## config.mk

```make
export PLATFORM = sky130hd
export DESIGN_NAME = selecionar_ativo
export DESIGN_NICKNAME = d
export VERILOG_FILES = /design/src/rtl/selecionar_ativo.sv
export SDC_FILE = /design/constraint.sdc
export NUM_CORES = 1
export LEC_CHECK = 0
export ABC_AREA = 1
export CORE_AREA = 2 2 92 72
export DETAILED_ROUTE_END_ITERATION = 12
export DIE_AREA = 0 0 94 74
export PLACE_DENSITY_LB_ADDON = 0.1
export SETUP_SLACK_MARGIN = 0.5
export SLEW_MARGIN = 20
export SYNTH_ARGS = -nofsm -noshare
export SYNTH_HDL_FRONTEND = slang
export SYNTH_SLANG_ARGS = --single-unit
```

## constraint.sdc

```tcl
create_clock -name clk -period 5.6 [get_ports clk]
set_input_delay 0.84 -clock clk [delete_from_list [all_inputs] [get_ports clk]]
set_output_delay 0.84 -clock clk [all_outputs]
set_load 0.05 [all_outputs]
```

## src/rtl/selecionar_ativo.sv

```systemverilog
// -----------------------------------------------------------------------------
// selecionar_ativo
//
// Picks one active node whose criterion equals the global minimum criterion
// reported by an external classifier. On a request it pulses the classifier
// start, waits (bounded) for the classifier to finish, then scans the nodes
// one per cycle from index 0. The first match wins. The result is held valid
// until the consumer acknowledges it.
//
// Parameters
//   NUM_NA          number of nodes
//   ADR_WIDTH       width of the selected-node address (2**ADR_WIDTH >= NUM_NA)
//   CRITERIO_WIDTH  width of one node criterion
//   TIMEOUT         maximum number of cycles spent waiting for the classifier
//
// Ports
//   clk                   clock, rising edge
//   rst_n                 asynchronous active-low reset
//   sa_iniciar_in         request one selection (only sampled when idle)
//   na_ativo_in           per-node active flags, bit i = node i
//   na_criterio_in        packed node criteria, node i at [CRITERIO_WIDTH*i +: CRITERIO_WIDTH]
//   ca_pronto_in          classifier done (level)
//   ca_criterio_geral_in  minimum criterion over the active nodes
//   sa_ack_in             consumer accepts the current result
//   sa_atualizar_out      one-cycle classifier start pulse
//   sa_valido_out         result valid, held until acknowledged
//   sa_endereco_out       index of the selected node
//   sa_vazio_out          valid result carries no match
//   sa_erro_out           valid result is a classifier timeout
//   sa_ocupado_out        block is not idle
// -----------------------------------------------------------------------------
module selecionar_ativo #(
    parameter int NUM_NA         = 8,
    parameter int ADR_WIDTH      = 8,
    parameter int CRITERIO_WIDTH = 5,
    parameter int TIMEOUT        = 32
) (
    input  logic                             clk,
    input  logic                             rst_n,
    input  logic                             sa_iniciar_in,
    input  logic [NUM_NA-1:0]                na_ativo_in,
    input  logic [NUM_NA*CRITERIO_WIDTH-1:0] na_criterio_in,
    input  logic                             ca_pronto_in,
    input  logic [CRITERIO_WIDTH-1:0]        ca_criterio_geral_in,
    input  logic                             sa_ack_in,
    output logic                             sa_atualizar_out,
    output logic                             sa_valido_out,
    output logic [ADR_WIDTH-1:0]             sa_endereco_out,
    output logic                             sa_vazio_out,
    output logic                             sa_erro_out,
    output logic                             sa_ocupado_out
);

    // Counter must be able to hold TIMEOUT-1.
    localparam int CNT_W = (TIMEOUT > 2) ? $clog2(TIMEOUT) : 1;

    typedef enum logic [2:0] {
        OCIOSO    = 3'd0,
        ATUALIZAR = 3'd1,
        AGUARDAR  = 3'd2,
        BUSCAR    = 3'd3,
        ENTREGAR  = 3'd4
    } estado_t;

    estado_t                     estado_r;
    estado_t                     estado_nx_s;
    logic [ADR_WIDTH-1:0]        idx_r;
    logic [ADR_WIDTH-1:0]        idx_nx_s;
    logic [CNT_W-1:0]            cnt_r;
    logic [CNT_W-1:0]            cnt_nx_s;
    logic [ADR_WIDTH-1:0]        endereco_r;
    logic [ADR_WIDTH-1:0]        endereco_nx_s;
    logic                        vazio_r;
    logic                        vazio_nx_s;
    logic                        erro_r;
    logic                        erro_nx_s;
    logic                        valido_r;
    logic                        atualizar_r;
    logic                        ocupado_r;

    logic                        ativo_sel_s;
    logic [CRITERIO_WIDTH-1:0]   crit_sel_s;
    logic                        match_s;
    logic                        ultimo_s;

    // Multiplex the node currently addressed by the scan index.
    always_comb begin
        ativo_sel_s = 1'b0;
        crit_sel_s  = '0;
        for (int i = 0; i < NUM_NA; i++) begin
            ativo_sel_s = (idx_r == ADR_WIDTH'(i)) ? na_ativo_in[i] : ativo_sel_s;
            crit_sel_s  = (idx_r == ADR_WIDTH'(i))
                        ? na_criterio_in[CRITERIO_WIDTH*i +: CRITERIO_WIDTH]
                        : crit_sel_s;
        end
        match_s  = ativo_sel_s && (crit_sel_s == ca_criterio_geral_in);
        ultimo_s = (idx_r == ADR_WIDTH'(NUM_NA - 1));
    end

    // Next-state and next-result logic of the selection FSM.
    always_comb begin
        estado_nx_s   = estado_r;
        idx_nx_s      = idx_r;
        cnt_nx_s      = cnt_r;
        endereco_nx_s = endereco_r;
        vazio_nx_s    = vazio_r;
        erro_nx_s     = erro_r;
        case (estado_r)
            OCIOSO: begin
                if (sa_iniciar_in) begin
                    estado_nx_s = ATUALIZAR;
                end else begin
                    estado_nx_s = OCIOSO;
                end
            end
            ATUALIZAR: begin
                cnt_nx_s      = '0;
                idx_nx_s      = '0;
                endereco_nx_s = '0;
                vazio_nx_s    = 1'b0;
                erro_nx_s     = 1'b0;
                estado_nx_s   = AGUARDAR;
            end
            AGUARDAR: begin
                if (ca_pronto_in) begin
                    estado_nx_s = BUSCAR;
                end else if (cnt_r == CNT_W'(TIMEOUT - 1)) begin
                    // Classifier never answered: deliver an error result.
                    estado_nx_s   = ENTREGAR;
                    endereco_nx_s = '0;
                    vazio_nx_s    = 1'b0;
                    erro_nx_s     = 1'b1;
                end else begin
                    cnt_nx_s = cnt_r + CNT_W'(1);
                end
            end
            BUSCAR: begin
                if (match_s) begin
                    // First match ends the scan, so the lowest index wins.
                    estado_nx_s   = ENTREGAR;
                    endereco_nx_s = idx_r;
                    vazio_nx_s    = 1'b0;
                    erro_nx_s     = 1'b0;
                end else if (ultimo_s) begin
                    estado_nx_s   = ENTREGAR;
                    endereco_nx_s = '0;
                    vazio_nx_s    = 1'b1;
                    erro_nx_s     = 1'b0;
                end else begin
                    idx_nx_s = idx_r + ADR_WIDTH'(1);
                end
            end
            ENTREGAR: begin
                if (sa_ack_in) begin
                    // A simultaneous request is dropped; only idle samples it.
                    estado_nx_s   = OCIOSO;
                    endereco_nx_s = '0;
                    vazio_nx_s    = 1'b0;
                    erro_nx_s     = 1'b0;
                end else begin
                    estado_nx_s = ENTREGAR;
                end
            end
            default: begin
                estado_nx_s   = OCIOSO;
                idx_nx_s      = '0;
                cnt_nx_s      = '0;
                endereco_nx_s = '0;
                vazio_nx_s    = 1'b0;
                erro_nx_s     = 1'b0;
            end
        endcase
    end

    // State, counters and registered outputs; outputs follow the next state
    // so they line up with the state they describe.
    always_ff @(posedge clk or negedge rst_n) begin
        if (!rst_n) begin
            estado_r    <= OCIOSO;
            idx_r       <= '0;
            cnt_r       <= '0;
            endereco_r  <= '0;
            vazio_r     <= 1'b0;
            erro_r      <= 1'b0;
            valido_r    <= 1'b0;
            atualizar_r <= 1'b0;
            ocupado_r   <= 1'b0;
        end else begin
            estado_r    <= estado_nx_s;
            idx_r       <= idx_nx_s;
            cnt_r       <= cnt_nx_s;
            endereco_r  <= endereco_nx_s;
            vazio_r     <= vazio_nx_s;
            erro_r      <= erro_nx_s;
            valido_r    <= (estado_nx_s == ENTREGAR);
            atualizar_r <= (estado_nx_s == ATUALIZAR);
            ocupado_r   <= (estado_nx_s != OCIOSO);
        end
    end

    assign sa_atualizar_out = atualizar_r;
    assign sa_valido_out    = valido_r;
    assign sa_endereco_out  = endereco_r;
    assign sa_vazio_out     = vazio_r;
    assign sa_erro_out      = erro_r;
    assign sa_ocupado_out   = ocupado_r;

endmodule

```

==> flow_metrics.py, run 1 <==
metrics = {
    "clock_tree": {
        "cts_max_level": 2,
        "postCtsSetupRepairBufs": 0,
        "clk_path_buf_depth": 2,
        "postCtsHoldBufs": 0,
        "cts_buffers": 5,
        "clkTransAtPathRegs_ns": 0.06,
        "root_buffer": "clkbuf_8",
        "cts_tree": "built",
        "worstSkewPairLatency_ns": 0.27,
        "clock-sinks": 29,
        "cts_resized": 0,
    },
    "timing": {
        "finalHoldViolations": 0,
        "rsz0062_at_grt": "no",
        "finalCritPeriodShare_pct": 49.2,
        "setup_tns_ns": 0,
        "setup_violations": 0,
        "max_slew_margin_pct": 50.7,
        "setup_ws_ns": 2.84,
        "clock_skew_ns": 0.00526,
        "worstMarginPinSlew_ns": 0.736,
        "fmax_mhz": 363,
        "fin_crit_ns": 2.76,
        "drv_slew": 0,
    },
    "finish": {
        "syn2layout_area_growth_pct": 39.2,
        "drive_gt1_share_pct": 11.3,
        "fin_cells": 487,
        "diodes": 0,
        "final_nets": 469,
    },
    "synthesis": {
        "synth_flop_cell": "dfrtp_1",
        "synth_cell_type_count": 31,
        "seq_area_frac_synth_pct": 32.2,
        "syn_nets": 393,
        "yosys.cell_count.top_type": "nand2_1",
        "ys.warnings.count": 0,
        "yosys.area.top_type": "dfrtp_1",
        "synthArstFlopShare_pct": 100,
        "synthTopCellsByCount": "nand2_1 (97), inv_1 (41), nand3_1 (34), dfrtp_1 (29), a21oi_1 (23)",
        "syn_area_per_cell_sq_um": 6.85,
        "synth-edff-count": 0,
        "ys_seq_elements": 29,
        "syn_area_sq_um": 2250,
        "synth_cells": 329,
        "synthDominantCellAreaShare_pct": 32.2,
        "synthTopCellsByArea": "dfrtp_1 (32%), nand2_1 (16%), nand3_1 (7.5%)",
    },
    "floorplanning": {
        "rows": 25,
        "initial_core_util_pct": 37.0,
        "dieArea_sq_um": 6960,
        "chipHeight_um": 74,
        "io_pins": 71,
        "die_w_um": 94,
        "design.core.area_sq_um": 6100,
    },
    "route": {
        "post-route-drc-count": 0,
        "dr.pass1.iters": 4,
        "wire_per_inst_um": 11.7,
        "wl_um": 5690,
        "dr.first_iter.drc_count": 116,
        "vias_per_cell": 4.61,
        "drtAntennaViolNets": 0,
        "num_vias": 2245,
    },
    "global_route": {
        "grt_overflow_total": 0,
        "grt_max_degree": 30,
        "grt_usage_pct": 17.9,
        "antenna_found_initial": 0,
        "grt_pass1_wl_um": 9840,
        "grt_pass1_vias": 2090,
    },
    "placed_design": {
        "io_buffers": 70,
        "place.gp.congestion": 0.804,
        "dp_hpwl_um": 4590,
        "place_ws_ns": 2.82,
        "dp_cells": 479,
    },
    "pwr": {
        "combPwrFrac_pct": 60.4,
        "p_leak_nw": 1.48,
        "p_clk_share_pct": 14.9,
        "ir_drop_uv": 162,
        "swShare_pct": 48.3,
        "seq_power_share_pct": 24.7,
        "p_int_uw": 566,
        "p_switching_uw": 529,
        "p_per_area_nw_per_um2": 349,
    },
    "worst_setup_path": {
        "cp-end-kind": "flop",
        "cp.required_ns": 5.76,
        "critPathLaunchType": "flop",
        "rrSetupSlack_ns": 2.84,
        "cp.arrival_ns": 2.92,
        "path_max_fanout": 12,
        "worstSetupPathType": "flop to flop",
    },
    "hold_path": {
        "hold_path.class": "flop to flop",
    },
    "flow_run": {
        "drv_cap": 0,
    },
    "run_status": {
        "status": "complete, no violations",
    },
}
[cell usage in the layout, fill, tap and decap left out, types with 3 or more instances in the layout]
master / count
or2_1: 6
nand4_1: 5
nor2_1: 22
nand3_4: 3
nand2_2: 7
a21oi_1: 23
nor3_2: 3
or2_2: 3
o21ai_0: 6
nand3_1: 34
inv_1: 41
inv_2: 5
clkdlybuf4s50_1: 70
nand2_1: 97
ha_1: 6
dfrtp_1: 29
nor2_2: 6
clkbuf_8: 5
or2_0: 5
nor3_1: 7
[per-stage QoR]
step                hold slack (ns)  util, %  cell area, sq um  total power, mW
global placement              0.468     50.1              3060            0.929
CTS                           0.484     51.5              3140             1.11
floorplan                     0.448        -              2250            0.756
global route                  0.517     51.5              3140             1.20
detailed placement            0.468     50.1              3060            0.937
finish                        0.488     51.5              3140             1.10
[kinds of logic after synthesis]
family / count (synthesis) / synth area share [%]
AO/OA/AOI/OAI: 31 / 7.16
XOR/XNOR: 3 / 1.17
flip-flops: 29 / 32.2
adder cells (fa/ha/maj): 6 / 3.33
buffers and inverters: 51 / 8.77
AND/OR/NAND/NOR: 209 / 47.4
[power by group through the flow]
stage	combinational [mW]	sequential [mW]	clock, mW
3_3_place_gp	0.657	0.272	0
2_1_floorplan	0.470	0.286	0
3_5_place_dp	0.665	0.272	0
4_1_cts	0.669	0.269	0.170
6_report	0.662	0.270	0.163
5_1_grt	0.750	0.275	0.181
[final timing paths]
| path | from | endpoint | depth (start not counted) |
|---|---|---|---|
| setup reg to reg | idx_r[0]$_DFFE_PN0P_ | sa_endereco_out[6]$_DFFE_PN0P_ | 15 |
| setup / recovery | idx_r[0]$_DFFE_PN0P_ | sa_endereco_out[6]$_DFFE_PN0P_ | 15 |
| min in group asynchronous | rst_n | sa_vazio_out$_DFFE_PN0P_ | 2 |
| hold reg to reg | sa_vazio_out$_DFFE_PN0P_ | sa_vazio_out$_DFFE_PN0P_ | 2 |
| max in group asynchronous | rst_n | idx_r[7]$_DFFE_PN0P_ | 2 |
| hold / removal | sa_vazio_out$_DFFE_PN0P_ | sa_vazio_out$_DFFE_PN0P_ | 2 |
[registers in the layout, summed over array words and instances (netlist names)]
register,flops
idx_r,8
sa_valido_out,1
cnt_r,5
sa_ocupado_out,1
sa_vazio_out,1
sa_endereco_out,8
sa_erro_out,1
sa_atualizar_out,1
estado_r,3
[metal layers]
layer  track usage, %  part of all wire [%]
met2             26.1                    42
met3             3.14                   3.1
met5                0                     0
met1             28.0                    55
met4             3.22                  0.47
[area by class of cell]
cell class / instances / area, sq um
clock buffer: 6 / 72.6
clock inverter: 2 / 10.0
fill: 622 / 2960
inverter: 48 / 183
multi-input combinational: 249 / 1330
sequential: 29 / 726
tap: 81 / 101
timing repair buffer: 72 / 716
[critical path, cell delays in order, from the launching register on]
cell and delay (ns):
dfrtp_1 0.46, inv_1 0.13, ha_1 0.23, inv_1 0.09, nor3_2 0.61, a21oi_1 0.14, nand2_1 0.12, nand2_1 0.05
nand2_1 0.06, nand2_1 0.09, nor2_2 0.20, nand3_2 0.14, nand3_4 0.11, nand2_4 0.08, inv_2 0.09, nor2_1 0.05
Power figures use the tool's default switching activity.
==> inputs of run 2 (changes only) <==
- clock period: 5.6 -> 2.64 ns (I/O delays scaled with it)
==> run 2 against run 1 <==
  * Via count increased by 6.0%
  * Sequential cell count unchanged
  * Clock skew increased by 0.0035 ns
  * Sequential power increased by 110%
  * First-iteration DRC count decreased by 11%
  * Final area increased by 12%
  * Utilization increased by 6.2 points
  * Critical path type unchanged
  * Highest routed layer unchanged
==> flow_metrics.py, run 2 (synthesis gave the netlist of run 1 again) <==
metrics = {
    "pwr": {
        "ir_drop_uv": 425,
        "p_clk_share_pct": 13.2,
        "p_int_mw": 1.36,
        "p_per_area_nw_per_um2": 759,
        "swShare_pct": 49.1,
        "combPwrFrac_pct": 65.1,
        "seq_power_share_pct": 21.7,
        "p_switching_mw": 1.31,
        "p_leak_nw": 1.62,
    },
    "placed_design": {
        "dp_hpwl_um": 4690,
        "placed_area_sq_um": 3110,
        "dp_cells": 483,
        "place.gp.congestion": 0.851,
        "io_buffers": 70,
    },
    "worst_setup_path": {
        "rrSetupSlack_ns": 0.23,
        "cp_common_cell": "nand2_1",
        "worstSetupPathType": "flop to flop",
        "critPathLaunchType": "flop",
        "cp.arrival_ns": 2.58,
        "crit_start": "idx_r[1]$_DFFE_PN0P_",
        "cp_cell_sequence": "inv_4 > buf_6 > ha_4 > nand2_4 > nor2_4 > nand2_1 > nand2_1 > nand3_1 > nand2_1 > nand2_1 > nand2_1 > nand2_1 > nand2_2 > nand2_1 > nand2_2 > nand2_2 > nor2_4 > nand3_2 > nand3_4 > nand2_8 > nand2_2 > nand2_2",
        "reg2regPathDepth": 22,
        "reg2reg_from": "idx_r[1]$_DFFE_PN0P_",
        "cp-end-kind": "flop",
        "cp.required_ns": 2.81,
        "path_max_fanout": 6,
        "cp_slowest_stage_delay_ns": 0.45,
        "slowest_stage": "dfrtp_2",
    },
    "hold_path": {
        "hold_path.class": "flop to flop",
        "min_path_cells": 2,
        "min-delay-start": "cnt_r[4]$_DFFE_PN0P_",
    },
    "global_route": {
        "antenna_found_initial": 0,
        "grt_max_degree": 30,
        "grt_pass1_wl_um": 10900,
        "grt_overflow_total": 0,
        "grt_pass1_vias": 2275,
        "grt_usage_pct": 19.7,
    },
    "clock_tree": {
        "cts_tree": "built",
        "cts_buffers": 5,
        "root_buffer": "clkbuf_8",
        "clk_path_buf_depth": 2,
        "cts_max_level": 2,
        "clkTransAtPathRegs_ns": 0.06,
        "clock-sinks": 29,
        "worstSkewPairLatency_ns": 0.28,
    },
    "floorplanning": {
        "initial_core_util_pct": 37.0,
        "dieArea_sq_um": 6960,
        "chipHeight_um": 74,
        "rows": 25,
        "io_pins": 71,
        "design.core.area_sq_um": 6100,
        "die_w_um": 94,
    },
    "finish": {
        "fin_util_pct": 57.6,
        "final_common_cell": "nand2_1",
        "syn2layout_area_growth_pct": 55.9,
        "drive_gt1_share_pct": 26.2,
        "layout_common_cells": "nand2_1 (79), clkdlybuf4s50_1 (70), inv_1 (35)",
        "fin_cells": 508,
        "final_nets": 490,
        "diodes": 0,
        "final_cell_area_sq_um": 3520,
    },
    "timing": {
        "rsz0062_at_grt": "yes",
        "drv_slew": 0,
        "setup_violations": 0,
        "max_slew_margin_pct": 66.8,
        "setup_tns_ns": 0,
        "finalCritPeriodShare_pct": 91.3,
        "fmax_mhz": 415,
        "worstMarginPinSlew_ns": 0.497,
        "finalHoldViolations": 0,
        "clock_skew_ns": 0.00880,
        "fin_crit_ns": 2.41,
    },
    "route": {
        "wire_per_inst_um": 12.7,
        "vias_per_cell": 4.69,
        "num_vias": 2380,
        "wl_um": 6460,
        "dr.first_iter.drc_count": 103,
        "dr.pass1.iters": 4,
        "drtAntennaViolNets": 0,
        "post-route-drc-count": 0,
    },
    "run_status": {
        "status": "complete, no violations",
    },
    "flow_run": {
        "drv_cap": 0,
    },
}
## run 2: through the flow
step	hold WS, ns	worst slack (ns)	total power, mW
after floorplan	0.100	0.489	1.63
after global placement	0.463	0.133	1.99
after detailed placement	0.468	0.152	1.99
after CTS	0.481	0.263	2.54
after global routing	0.515	0.0514	2.91
final	0.488	0.228	2.67
## run 2: final timing paths
check	end
min reg2reg	cnt_r[4]$_DFFE_PN0P_
min	cnt_r[4]$_DFFE_PN0P_
max	sa_vazio_out$_DFFE_PN0P_
max reg2reg	sa_vazio_out$_DFFE_PN0P_
max in group asynchronous	idx_r[4]$_DFFE_PN0P_
min in group asynchronous	sa_endereco_out[7]$_DFFE_PN0P_
## run 2: per-layer routing
layer  vias to the layer above  routed length (um)  global-route usage (%)
li1                       1244                   -                       -
met1                      1065                3190                    29.8
met2                        64                2740                    28.7
met3                         7                 480                    4.66
met4                         0                  51                    4.35
met5                         -                   0                       0
## run 2: power by group through the flow
stage / registers (mW) / logic, mW / clock network, mW
2_1_floorplan: 0.609 / 1.02 / 0
3_3_place_gp: 0.581 / 1.41 / 0
3_5_place_dp: 0.581 / 1.41 / 0
4_1_cts: 0.578 / 1.59 / 0.370
5_1_grt: 0.590 / 1.93 / 0.395
6_report: 0.579 / 1.74 / 0.352
## run 2: cell type report
cell class | instances | area (sq um)
Fill cell | 582 | 2580
Multi-Input combinational cell | 249 | 1520
Timing Repair Buffer | 93 | 877
Sequential cell | 29 | 733
Inverter | 48 | 203
Tap cell | 81 | 101
Clock buffer | 6 | 72.6
Clock inverter | 2 | 10.0
## run 2: worst max-delay path, delay by kind of cell (launching register included)
kind          cells  cell delay [ns]
buf+inv           2             0.19
fa+ha+maj         1             0.13
flops             1             0.45
simple gates     19             1.53
## run 2: timing repair
action	in CTS	in global routing
pin swaps	26	23
endpoints found under the setup margin	23	23
resized for setup	27	34
buffers inserted	14	3
hold buffers	0	0
